$ cat src/rtl/fetch_pkg.sv
// Shared types and constants for the instruction fetch stage.
package fetch_pkg;

   typedef enum logic [1:0] {
      ST_IDLE,
      ST_WAIT,
      ST_HOLD,
      ST_DROP
   } fetch_state_t;

   localparam logic [31:0] NOP_INSTR_DEF = 32'h00000013;

endpackage

$ cat src/rtl/fetch_skid.sv
// Single-entry park register for a fetched word that ID could not accept yet.
module fetch_skid #(
   parameter int DATA_W = 32
) (
   input  logic              clk,
   input  logic              rst_n,
   input  logic              park,
   input  logic              clr,
   input  logic [DATA_W-1:0] park_data,
   output logic              hold_valid,
   output logic [DATA_W-1:0] hold_data
);

   always_ff @(posedge clk or negedge rst_n) begin
      if (!rst_n) begin
         hold_valid <= 1'b0;
         hold_data  <= '0;
      end else if (clr) begin
         hold_valid <= 1'b0;
      end else if (park) begin
         hold_valid <= 1'b1;
         hold_data  <= park_data;
      end
   end

endmodule

$ cat src/rtl/fetch_stage.sv
// Instruction fetch: one outstanding imem request, IF/ID register, redirect handling.
module fetch_stage
   import fetch_pkg::*;
#(
   parameter int          PC_W      = 9,
   parameter logic [31:0] NOP_INSTR = NOP_INSTR_DEF
) (
   input  logic            clk,
   input  logic            rst_n,
   input  logic            PcSel,
   input  logic [31:0]     BrPC,
   input  logic            Stall,
   output logic            imem_req,
   output logic [PC_W-1:0] imem_addr,
   input  logic            imem_rvalid,
   input  logic [31:0]     imem_rdata,
   output logic            id_valid,
   output logic [PC_W-1:0] id_pc,
   output logic [31:0]     id_instr
);

   fetch_state_t    state, state_nxt;
   logic [PC_W-1:0] pc;
   logic [31:0]     id_instr_q;
   logic            req_c;
   logic            load;
   logic            from_hold;
   logic            park;
   logic            hold_clr;
   logic            hold_valid;
   logic [31:0]     hold_data;
   logic            slot_free;
   logic            unused_br;

   assign unused_br = ^{BrPC[31:PC_W], BrPC[1:0]};
   assign slot_free = !id_valid || !Stall;

   fetch_skid #(.DATA_W(32)) u_skid (
      .clk        (clk),
      .rst_n      (rst_n),
      .park       (park),
      .clr        (hold_clr),
      .park_data  (imem_rdata),
      .hold_valid (hold_valid),
      .hold_data  (hold_data)
   );

   always_comb begin
      state_nxt = state;
      req_c     = 1'b0;
      load      = 1'b0;
      from_hold = 1'b0;
      park      = 1'b0;
      hold_clr  = 1'b0;
      case (state)
         ST_IDLE: begin
            if (!PcSel) begin
               req_c     = 1'b1;
               state_nxt = ST_WAIT;
            end
         end
         ST_WAIT: begin
            if (PcSel) begin
               state_nxt = imem_rvalid ? ST_IDLE : ST_DROP;
            end else if (imem_rvalid) begin
               if (slot_free) begin
                  load      = 1'b1;
                  state_nxt = ST_IDLE;
               end else begin
                  park      = 1'b1;
                  state_nxt = ST_HOLD;
               end
            end
         end
         ST_HOLD: begin
            if (PcSel) begin
               hold_clr  = 1'b1;
               state_nxt = ST_IDLE;
            end else if (!Stall && hold_valid) begin
               load      = 1'b1;
               from_hold = 1'b1;
               hold_clr  = 1'b1;
               state_nxt = ST_IDLE;
            end
         end
         // The killed response is the only thing that ends DROP; a further
         // redirect meanwhile only moves the PC.
         ST_DROP: begin
            if (imem_rvalid) state_nxt = ST_IDLE;
         end
         default: state_nxt = ST_IDLE;
      endcase
   end

   always_ff @(posedge clk or negedge rst_n) begin
      if (!rst_n) begin
         state      <= ST_IDLE;
         pc         <= '0;
         id_valid   <= 1'b0;
         id_pc      <= '0;
         id_instr_q <= NOP_INSTR;
      end else begin
         state <= state_nxt;
         if (PcSel) begin
            pc       <= {BrPC[PC_W-1:2], 2'b00};
            id_valid <= 1'b0;
         end else if (load) begin
            pc         <= pc + PC_W'(4);
            id_valid   <= 1'b1;
            id_pc      <= pc;
            id_instr_q <= from_hold ? hold_data : imem_rdata;
         end else if (!Stall) begin
            id_valid <= 1'b0;
         end
      end
   end

   assign imem_req  = rst_n && req_c;
   assign imem_addr = pc;
   assign id_instr  = id_valid ? id_instr_q : NOP_INSTR;

endmodule

$ cat config.mk
export PLATFORM = sky130hd
export DESIGN_NAME = fetch_stage
export DESIGN_NICKNAME = d
export VERILOG_FILES = /design/src/rtl/fetch_pkg.sv /design/src/rtl/fetch_skid.sv /design/src/rtl/fetch_stage.sv
export SDC_FILE = /design/constraint.sdc
export NUM_CORES = 1
export LEC_CHECK = 0
export ABC_AREA = 1
export CAP_MARGIN = 5
export CORE_MARGIN = 2
export CORE_UTILIZATION = 51
export CTS_CLUSTER_DIAMETER = 150
export CTS_CLUSTER_SIZE = 25
export DETAILED_ROUTE_END_ITERATION = 7
export GPL_ROUTABILITY_DRIVEN = 1
export PLACE_DENSITY_LB_ADDON = 0.3
export SKIP_CTS_REPAIR_TIMING = 1
export SLEW_MARGIN = 20
export SYNTH_ARGS = -nofsm -noshare
export SYNTH_HDL_FRONTEND = slang
export SYNTH_SLANG_ARGS = --single-unit
$ cat constraint.sdc
create_clock -name clk -period 3.9 [get_ports clk]
set_input_delay 0.78 -clock clk [delete_from_list [all_inputs] [get_ports clk]]
set_output_delay 0.78 -clock clk [all_outputs]
set_load 0.05 [all_outputs]
Word level (Yosys, flattened, before mapping):

Index checks and enable logic that the tools add are counted.

* bits in registers: 86
* bits of input ports: 69
* logic and storage cells: 62

* add/subtract/negate cells: 1
* equality and inequality tests: 8
* muxes and demuxes: 33
* bitwise operators: 2
* reductions and logical operators: 11

Operator list (number)
* 2-to-1 mux 32 bit: 2
* 2-to-1 mux 1 bit: 19
* 2-to-1 mux 9 bit: 2
* 2-to-1 mux 2 bit: 8
* adder 9 x 3 -> 9 bit, second input constant: 1
* one-hot mux 2 bit (4 select lines): 1
* != test 3 bit, second input constant: 2
* equality test 2 bit, second input constant: 2
* != test 2 bit, second input constant: 2
* AND reduction 2 bit: 2
* AND reduction 4 bit: 1
* nonzero test 2 bit: 2
* != test 3 x 2 -> 1 bit, second input constant: 1
* equality test 2 x 1 -> 1 bit, second input constant: 1
* logical AND 1 bit: 2
* logical NOT 1 bit: 2
* logical NOT 2 bit: 1
* inverter 1 bit: 2
* one-hot mux 1 bit (2 select lines): 1
* logical OR 1 bit: 1

Longest topological paths before layout:

Gate-level depths: netlist of run 1.

* depth in word-level cells: 8
* mapped depth: 11

Cells and area by module:

Synthesis of run 1 repeated with hierarchy kept, for this count alone.

* cell total of the unflattened synthesis: 583
* area, all modules: 4251.6 um^2

By module, submodules not included
* fetch_stage: instances 1, cells an instance 440, area each 2920.3 um^2, seq. area each 1229.9 um^2
* fetch_skid: instances 1, cells an instance 143, area each 1331.3 um^2, seq. area each 825.8 um^2

Worst setup path after synthesis of run 1:

No wires, ideal clock.

* path type: input-to-output
* from: input port PcSel
* to: output port imem_req
* arrival time: 1.631 ns
* data required time: 3.120 ns
* slack: 1.489 ns
* stages: 2
* cells stage by stage: clkbuf_1 nor2_1

* cells in the longest elaborated chain, start to end: 3

Ends and longest elaborated chain
* from (decl): RTL line fetch_stage.sv:10 `input logic PcSel,`
* 2-to-1 mux 1 bit: RTL line fetch_stage.sv:57 `if (!PcSel) begin`
* 2-to-1 mux 1 bit: RTL line fetch_stage.sv:55 `case (state)`
* logical AND 1 bit: RTL line fetch_stage.sv:118 `assign imem_req = rst_n && req_c;`
* to (decl): RTL line fetch_stage.sv:13 `output logic imem_req,`

Every way passes these cells.

Final worst setup path of run 1:

Ends and elaborated chain as after synthesis.

==> flow_summary.yaml, run 1 <==
power_and_ir_drop:
  p_per_area_nw_per_um2: 621
  max-vdd-ir-drop_v: 0.000276
  total_leakage_power_nw: 2.89
layout:
  antenna_cells: 0
  area_growth_pct: 26.9
  fin_cells: 733
  nets: 701
  final_area_sq_um: 5250
  multi_input_area_sq_um: 1600
  drive_above_1_share_pct: 6.18
  fillers: 683
  ff_latch_area_sq_um: 2060
synth:
  synth.cell_area_sq_um: 4140
  synth_edf_count: 0
  synth_area_leaders: "dfrtp_1 (48%), nand2_1 (18%), inv_1 (7.1%)"
  synth.distinct_cells: 21
  yosysTopAreaCell: "dfrtp_1"
  syn_avg_cell_area_sq_um: 7.53
  postSynthCellCount: 549
  ys_ff_latch: 82
  synth_top_area_share_pct: 47.8
  synth-seq-area-share_pct: 49.7
  synth_warnings: 0
  async_reset_ff_share_pct: 100
  yosys_most_used_dff: "dfrtp_1"
sta:
  fmax_ghz: 0.308
  finalMaxSlewViolations: 0
  whs_ps: 219
  hold_viol: 0
  setup_viol_count_final: 0
  skew_ps: 9.40
  finalSetupTns_ps: 0
  rsz0062_at_grt: "false"
  slew_headroom_pct: 39.2
  tightest_slew_ps: 909
  final.min_clock_period_ps: 3250
  fin_crit_sh_pct: 83.2
critical_path:
  critPathMaxFanout: 14
  cp-end-kind: "primary output"
  reg2regPathDepth: 10
  cp_cell_sequence: "clkdlybuf4s50_1, nor2_1, clkdlybuf4s50_1"
  rr_endpoint: "imem_addr[2]$_DFFE_PN0P_"
  crit_required_ps: 3120
  critPathSlowestCell: "clkdlybuf4s50_1"
  crit_path_max_incr_delay_ps: 810
  startpoint_type: "input port"
  r2r_start: "state[0]$_DFFE_PN0P_"
  reg2reg_slack_ps: 1410
  crit_path_frequent_cell: "clkdlybuf4s50_1"
  worst-endpoint-arrival_ps: 2470
  critPathKind: "input port to primary output"
drt:
  finalWirelength_um: 8930
  num_vias: 3526
  drt_first_iter_violations: 230
  first_pass_iters: 5
  via_per_inst: 4.81
  drt.antenna.violating_nets: 0
  drc_errors: 0
  post_drt_wl_per_cell_um: 12.2
clock_network:
  clockRootBuffer: "clkbuf_8"
  clkTransAtPathRegs_ps: 80
  cts_tree: "done"
  cts_max_level: 3
  clockBufferDepth: 2
  clkLatencyLatePin_ps: 340
  cts_buffers: 9
  clock_sinks: 82
floorplanning:
  die_x_um: 94.1
  die_area_sq_um: 8850
  core_sq_um: 7810
  die_y_um: 94.1
  start_util_pct: 53.0
  ios: 121
  rows: 32
placement:
  hpwl_um: 5870
  routabilityCongestion: 0.766
  dp_cells: 717
  placed_area_sq_um: 5040
  portBuffers: 91
global_route:
  grt_first_pass_wirelength_um: 15300
  overflow: 0
  grt_use_total_pct: 21.7
  first_global_vias: 3329
  grt_max_degree: 82
  antenna_found_initial: 0
status:
  outcome: "finished clean"
job:
  maxCapViolCount: 0
worst_hold_path:
  worstHoldPathType: "input port to asynchronous set/reset pin"
## kinds of logic (layout without fill, tap and decap cells)
| group | Yosys count | in the layout | synth area share, % |
|---|---|---|---|
| XOR/XNOR | 3 | 3 | 0.635 |
| AO/OA/AOI/OAI | 83 | 83 | 10.3 |
| AND/OR/NAND/NOR | 262 | 262 | 25.4 |
| buffers and inverters | 112 | 191 | 12.0 |
| adder cells (fa/ha/maj) | 6 | 6 | 1.81 |
| other | 1 | 4 | 0.0907 |
| flip-flops | 82 | 82 | 49.7 |
## placed cells by master (no fill, tap or decap)
cell               n
buf_4              4
nand4_1            1
clkbuf_8          11
bufinv_16          1
conb_1             4
clkbuf_1           1
a21oi_1           36
nand2_1          197
clkinv_2           1
buf_12             1
nand3_2            6
dfstp_2            3
nor3_1             1
o21ai_0           46
dfrtp_1           79
buf_6              1
clkinvlp_4         2
ha_1               6
inv_2              1
inv_1             78
a21oi_4            1
nand2_2            7
nor2_1            38
nand3_1           12
clkdlybuf4s50_1   90
xor2_1             3
## cell type report
cell class	count	share of cell area [%]
sequential	82	39.2
inverter	79	5.65
clock buffer	12	2.96
timing repair buffer	96	18.3
multi-input combinational	358	30.5
clock inverter	4	0.954
tap	102	2.43
## metrics by stage
step	utilization, %	setup slack [ps]	total power, mW
2_1_floorplan	-	1490	2.25
3_3_place_gp	64.5	545	2.59
4_1_cts	67.2	636	3.29
5_1_grt	67.2	580	3.50
6_report	67.2	654	3.26
3_5_place_dp	64.5	500	2.66
## cell usage after synthesis (5+ instances only)
cell      instances
a21oi_1          36
buf_2            13
buf_4             6
buf_6             5
clkbuf_1          9
dfrtp_1          79
ha_1              6
inv_1            78
nand2_1         199
nand2_2           5
nand3_1          12
nand3_2           6
nor2_1           38
o21ai_0          46
## how the worst max path moves through the flow
stage | cells after the start | to | slack (ps) | startpoint
detailed placement | 8 | imem_addr[3]$_DFFE_PN0P_ | 500 | PcSel
global placement | 8 | imem_addr[3]$_DFFE_PN0P_ | 550 | PcSel
global route | 3 | imem_req | 580 | PcSel
floorplan | 2 | imem_req | 1490 | PcSel
CTS | 3 | imem_req | 640 | PcSel
finish | 3 | imem_req | 650 | PcSel
## registers in the layout, indices dropped and copies added, names as in the netlist
| signal | count |
|---|---|
| id_instr_q | 32 |
| id_valid | 1 |
| u_skid.hold_valid | 1 |
| imem_addr | 7 |
| state | 2 |
| id_pc | 7 |
| u_skid.hold_data | 32 |
## power by group
part	total, mW	internal (mW)	switching, mW	leakage [nW]
Sequential	1.38	1.20	0.176	0.974
Clock	0.625	0.330	0.295	0.0986
Combinational	1.25	0.434	0.818	1.82
## metal layers
metal	wire (um)	up-vias	share of wire [%]	global-route usage (%)
met5	0	-	0	0
met4	115	0	1.3	6.52
met3	419	10	4.7	4.09
met2	4430	90	50	35.3
met1	3960	1621	44	29.6
li1	-	1805	-	-
## critical path, delay by kind of cell
family        cells  cell delay [ps]
buf+inv           2             1480
simple gates      1              200
No activity file was read; power rests on OpenSTA's default activity.
==> inputs of run 2 (changes only) <==
--- a/config.mk
+++ b/config.mk
@@ -8,7 +8,7 @@
 export ABC_AREA = 1
 export CAP_MARGIN = 5
 export CORE_MARGIN = 2
-export CORE_UTILIZATION = 51
+export CORE_UTILIZATION = 48
 export CTS_CLUSTER_DIAMETER = 150
 export CTS_CLUSTER_SIZE = 25
 export DETAILED_ROUTE_END_ITERATION = 7
==> constraint.sdc (replaced) <==
create_clock -name clk -period 3.25 [get_ports clk]
set_input_delay 0.65 -clock clk [delete_from_list [all_inputs] [get_ports clk]]
set_output_delay 0.65 -clock clk [all_outputs]
set_load 0.05 [all_outputs]
==> run 2 against run 1 <==
Against the previous run:
- wire length rose by 1.4%
- flip-flop and latch count did not move
- combinational power increased by 20%
- largest power group unchanged
- largest cell class unchanged
- global-route usage fell by 1.4 points
- utilization is 3.3 points lower
- hold slack improved by 210 ps
- non-clock buffer count increased by 5
- die area increased by 6.0%
==> flow_summary.yaml, run 2 (same netlist as run 1, synthesis figures left out) <==
power_and_ir_drop:
  total_power_mw: 3.96
  p_per_area_nw_per_um2: 748
  max-vdd-ir-drop_v: 0.000415
  total_leakage_power_nw: 2.93
drt:
  first_pass_iters: 4
  finalWirelength_um: 9050
  via_per_inst: 4.83
  drt_first_iter_violations: 205
  post_drt_wl_per_cell_um: 12.2
  drc_errors: 0
  drt.antenna.violating_nets: 0
  num_vias: 3576
sta:
  skew_ps: 8.08
  hold_viol: 0
  setup_viol_count_final: 0
  rsz0062_at_grt: "false"
  fmax_ghz: 0.388
  finalMaxSlewViolations: 0
  final.min_clock_period_ps: 2570
  finalSetupTns_ps: 0
  fin_crit_sh_pct: 79.2
  slew_headroom_pct: 51.4
  tightest_slew_ps: 729
floorplanning:
  core_sq_um: 8300
  die_y_um: 96.8
  start_util_pct: 49.8
  rows: 33
  ios: 121
  die_x_um: 96.8
  die_area_sq_um: 9380
critical_path:
  crit_buf_inv: 3
  critPathKind: "register to primary output"
  worst-path-stages: 4
  rr_endpoint: "imem_addr[6]$_DFFE_PN0P_"
  reg2reg_slack_ps: 1200
  crit_required_ps: 2600
  r2r_start: "state[0]$_DFFE_PN0P_"
  worst-endpoint-arrival_ps: 1920
  crit_path_max_incr_delay_ps: 800
  critPathSlowestCell: "clkdlybuf4s50_1"
  cp-end-kind: "primary output"
  startpoint_type: "register"
  critPathMaxFanout: 19
  cp_cell_sequence: "buf_4, nand2_1, inv_1, clkdlybuf4s50_1"
  critPathTopFamily: "buffers and inverters"
  reg2regPathDepth: 10
  critPathLaunch: "id_valid$_DFFE_PN0P_"
layout:
  layout_common_cells: "nand2_1 (197), clkdlybuf4s50_1 (89), dfrtp_1 (79)"
  area_growth_pct: 28.1
  final_common_cell: "nand2_1"
  drive_above_1_share_pct: 7.08
  largestRegisters: "id_instr_q x32, u_skid.hold_data x32"
  antenna_cells: 0
  nets: 706
  final_area_sq_um: 5300
  fin_cells: 741
  fillers: 721
global_route:
  overflow: 0
  grt_first_pass_wirelength_um: 15600
  met2_usage_pct: 33.4
  grt_use_total_pct: 20.3
  antenna_found_initial: 0
  met3_usage_pct: 5.06
  grt.met1_usage_pct: 25.2
  first_global_vias: 3514
  grt_max_degree: 83
  top_usage_layer: "met2"
worst_hold_path:
  worstHoldPathType: "input port to asynchronous set/reset pin"
placement:
  hpwl_um: 6130
  routabilityCongestion: 0.728
  dp_cells: 725
  portBuffers: 91
  placed_area_sq_um: 5080
clock_network:
  cts_buffers: 9
  cts_tree: "done"
  clkTransAtPathRegs_ps: 80
  clkLatencyLatePin_ps: 350
  clockRootBuffer: "clkbuf_8"
  cts_max_level: 3
  clockBufferDepth: 2
  clock_sinks: 82
job:
  maxCapViolCount: 0
status:
  outcome: "finished clean"
## run 2: per-stage QoR
stage / utilization [%] / hold slack [ps] / setup slack, ps
2_1_floorplan: - / 354 / 1090
3_3_place_gp: 61.2 / 462 / 652
3_5_place_dp: 61.2 / 465 / 582
4_1_cts: 63.8 / 487 / 644
5_1_grt: 63.9 / 506 / 594
6_report: 63.9 / 433 / 676
## run 2: cell type report
class | count | area [sq um] | share of cell area (%)
multi-input combinational | 358 | 1600 | 30.2
inverter | 79 | 297 | 5.59
clock inverter | 5 | 77.6 | 1.46
sequential | 82 | 2060 | 38.8
tap | 105 | 131 | 2.48
timing repair buffer | 101 | 997 | 18.8
clock buffer | 11 | 141 | 2.67
## run 2: power by group
group	internal, mW	switching (mW)	leakage, nW
Clock	0.451	0.357	0.109
Combinational	0.528	0.977	1.85
Sequential	1.45	0.205	0.974
Total	2.42	1.54	2.93
## run 2: how the worst max path moves through the flow
stage | end
global route | id_instr[14]
global placement | imem_addr[8]$_DFFE_PN0P_
finish | id_instr[14]
detailed placement | imem_addr[8]$_DFFE_PN0P_
CTS | id_instr[14]
floorplan | id_instr[24]
## run 2: metal layers
metal / part of all wire [%] / vias up
li1: - / 1809
met2: 48 / 95
met1: 45 / 1656
met3: 4.9 / 16
met4: 2.0 / 0
met5: 0 / -
==> inputs of run 3 (changes only) <==
--- a/config.mk
+++ b/config.mk
@@ -8,7 +8,7 @@
 export ABC_AREA = 1
 export CAP_MARGIN = 5
 export CORE_MARGIN = 2
-export CORE_UTILIZATION = 48
+export CORE_UTILIZATION = 43
 export CTS_CLUSTER_DIAMETER = 150
 export CTS_CLUSTER_SIZE = 25
 export DETAILED_ROUTE_END_ITERATION = 7
==> constraint.sdc (replaced) <==
create_clock -name clk -period 2.2 [get_ports clk]
set_input_delay 0.44 -clock clk [delete_from_list [all_inputs] [get_ports clk]]
set_output_delay 0.44 -clock clk [all_outputs]
set_load 0.05 [all_outputs]
==> run 3 against run 2 <==
Against the previous run:
- register-to-register slack worse by 750 ps
- combinational power is 62% higher
- global-route usage is 0.77 points lower
- first-iteration DRC count is 29% lower
- highest routed layer unchanged
==> flow_summary.yaml, run 3 (same netlist as run 1, synthesis figures left out) <==
sta:
  worst_slack_ps: 103
  setup_viol_count_final: 0
  fmax_ghz: 0.477
  tightest_slew_ps: 770
  hold_viol: 0
  skew_ps: 8.93
  slew_headroom_pct: 48.5
  fin_crit_sh_pct: 95.3
  finalMaxSlewViolations: 0
  final.min_clock_period_ps: 2100
  finalSetupTns_ps: 0
  rsz0062_at_grt: "false"
clock_network:
  clkLatencyLatePin_ps: 350
  clock_sinks: 82
  clkTransAtPathRegs_ps: 90
  cts_buffers: 9
  clockRootBuffer: "clkbuf_8"
  cts_tree: "done"
  cts_max_level: 3
  clockBufferDepth: 2
floorplanning:
  ios: 121
  die_y_um: 102
  start_util_pct: 44.6
  core_sq_um: 9280
  die_area_sq_um: 10400
  rows: 35
  die_x_um: 102
power_and_ir_drop:
  total_leakage_power_nw: 3.08
  p_per_area_nw_per_um2: 1040
  max-vdd-ir-drop_v: 0.000468
drt:
  drt_first_iter_violations: 146
  drt.antenna.violating_nets: 0
  via_per_inst: 4.64
  post_drt_wl_per_cell_um: 12.5
  num_vias: 3567
  first_pass_iters: 5
  finalWirelength_um: 9590
  drc_errors: 0
layout:
  antenna_cells: 0
  nets: 710
  largestRegisters: "id_instr_q x32, u_skid.hold_data x32"
  final_common_cell: "nand2_1"
  multi_input_area_sq_um: 1600
  ff_latch_area_sq_um: 2060
  area_growth_pct: 36.8
  drive_above_1_share_pct: 12.7
  final_area_sq_um: 5660
  fillers: 850
  layout_common_cells: "nand2_1 (198), dfrtp_1 (79), inv_1 (78)"
critical_path:
  worst-endpoint-arrival_ps: 1660
  startpoint_type: "register"
  crit_buf_inv: 1
  rr_endpoint: "id_instr_q[18]$_DFFE_PN0P_"
  crit_path_max_incr_delay_ps: 840
  critPathMaxFanout: 6
  reg2reg_slack_ps: 450
  cp_cell_sequence: "clkdlybuf4s50_1"
  r2r_start: "state[0]$_DFFE_PN0P_"
  crit_required_ps: 1760
  critPathSlowestCell: "clkdlybuf4s50_1"
  critPathKind: "register to primary output"
  critPathTopFamily: "buffers and inverters"
  cp-end-kind: "primary output"
  reg2regPathDepth: 10
placement:
  hpwl_um: 6700
  portBuffers: 91
  pre_cts_slack_ps: 115
  placed_area_sq_um: 5470
  routabilityCongestion: 0.776
global_route:
  overflow: 0
  antenna_found_initial: 0
  grt_use_total_pct: 19.5
  grt_max_degree: 66
  grt_first_pass_wirelength_um: 16000
  first_global_vias: 3464
job:
  maxCapViolCount: 0
status:
  outcome: "finished clean"
worst_hold_path:
  worstHoldPathType: "input port to asynchronous set/reset pin"
## run 3: layout make-up
cell class | count | share of cell area, %
Sequential cell | 82 | 36.3
Clock inverter | 7 | 0.951
Multi-Input combinational cell | 358 | 28.2
Tap cell | 129 | 2.85
Inverter | 79 | 5.24
Clock buffer | 9 | 2.19
Timing Repair Buffer | 105 | 24.2
## run 3: metal layers
metal  part of all wire (%)  GRT usage (%)  vias up  wire length [um]
met5                      0              0        -                 0
met4                   0.87           5.13        0                83
met3                    5.9           4.17        8               566
met2                     48           32.5       84              4600
met1                     45           26.0     1649              4340
li1                       -              -     1826                 -
## run 3: power breakdown
| part | switching, mW | internal, mW |
|---|---|---|
| registers | 0.314 | 2.13 |
| logic | 1.50 | 0.938 |
| clock network | 0.577 | 0.417 |
| total | 2.39 | 3.49 |
## run 3: per-stage QoR
step	utilization, %	hold slack, ps	power [mW]	instances
after floorplan	-	144	3.99	552
after global placement	58.9	339	4.82	752
after detailed placement	58.9	337	4.93	752
after CTS	60.8	-51.5	5.93	768
after global routing	60.9	181	6.30	769
final	60.9	154	5.88	769
## run 3: worst max path at each step
| stage | startpoint | end | slack, ps | cells past startpoint |
|---|---|---|---|---|
| 3_3_place_gp | PcSel | id_instr_q[2]$_DFFE_PN0P_ | 190 | 8 |
| 5_1_grt | imem_addr[4]$_DFFE_PN0P_ | imem_addr[4] | 50 | 1 |
| 2_1_floorplan | id_valid$_DFFE_PN0P_ | id_instr[24] | 250 | 4 |
| 6_report | imem_addr[4]$_DFFE_PN0P_ | imem_addr[4] | 100 | 1 |
| 3_5_place_dp | PcSel | id_instr_q[18]$_DFFE_PN0P_ | 110 | 8 |
| 4_1_cts | imem_addr[4]$_DFFE_PN0P_ | imem_addr[4] | 80 | 1 |
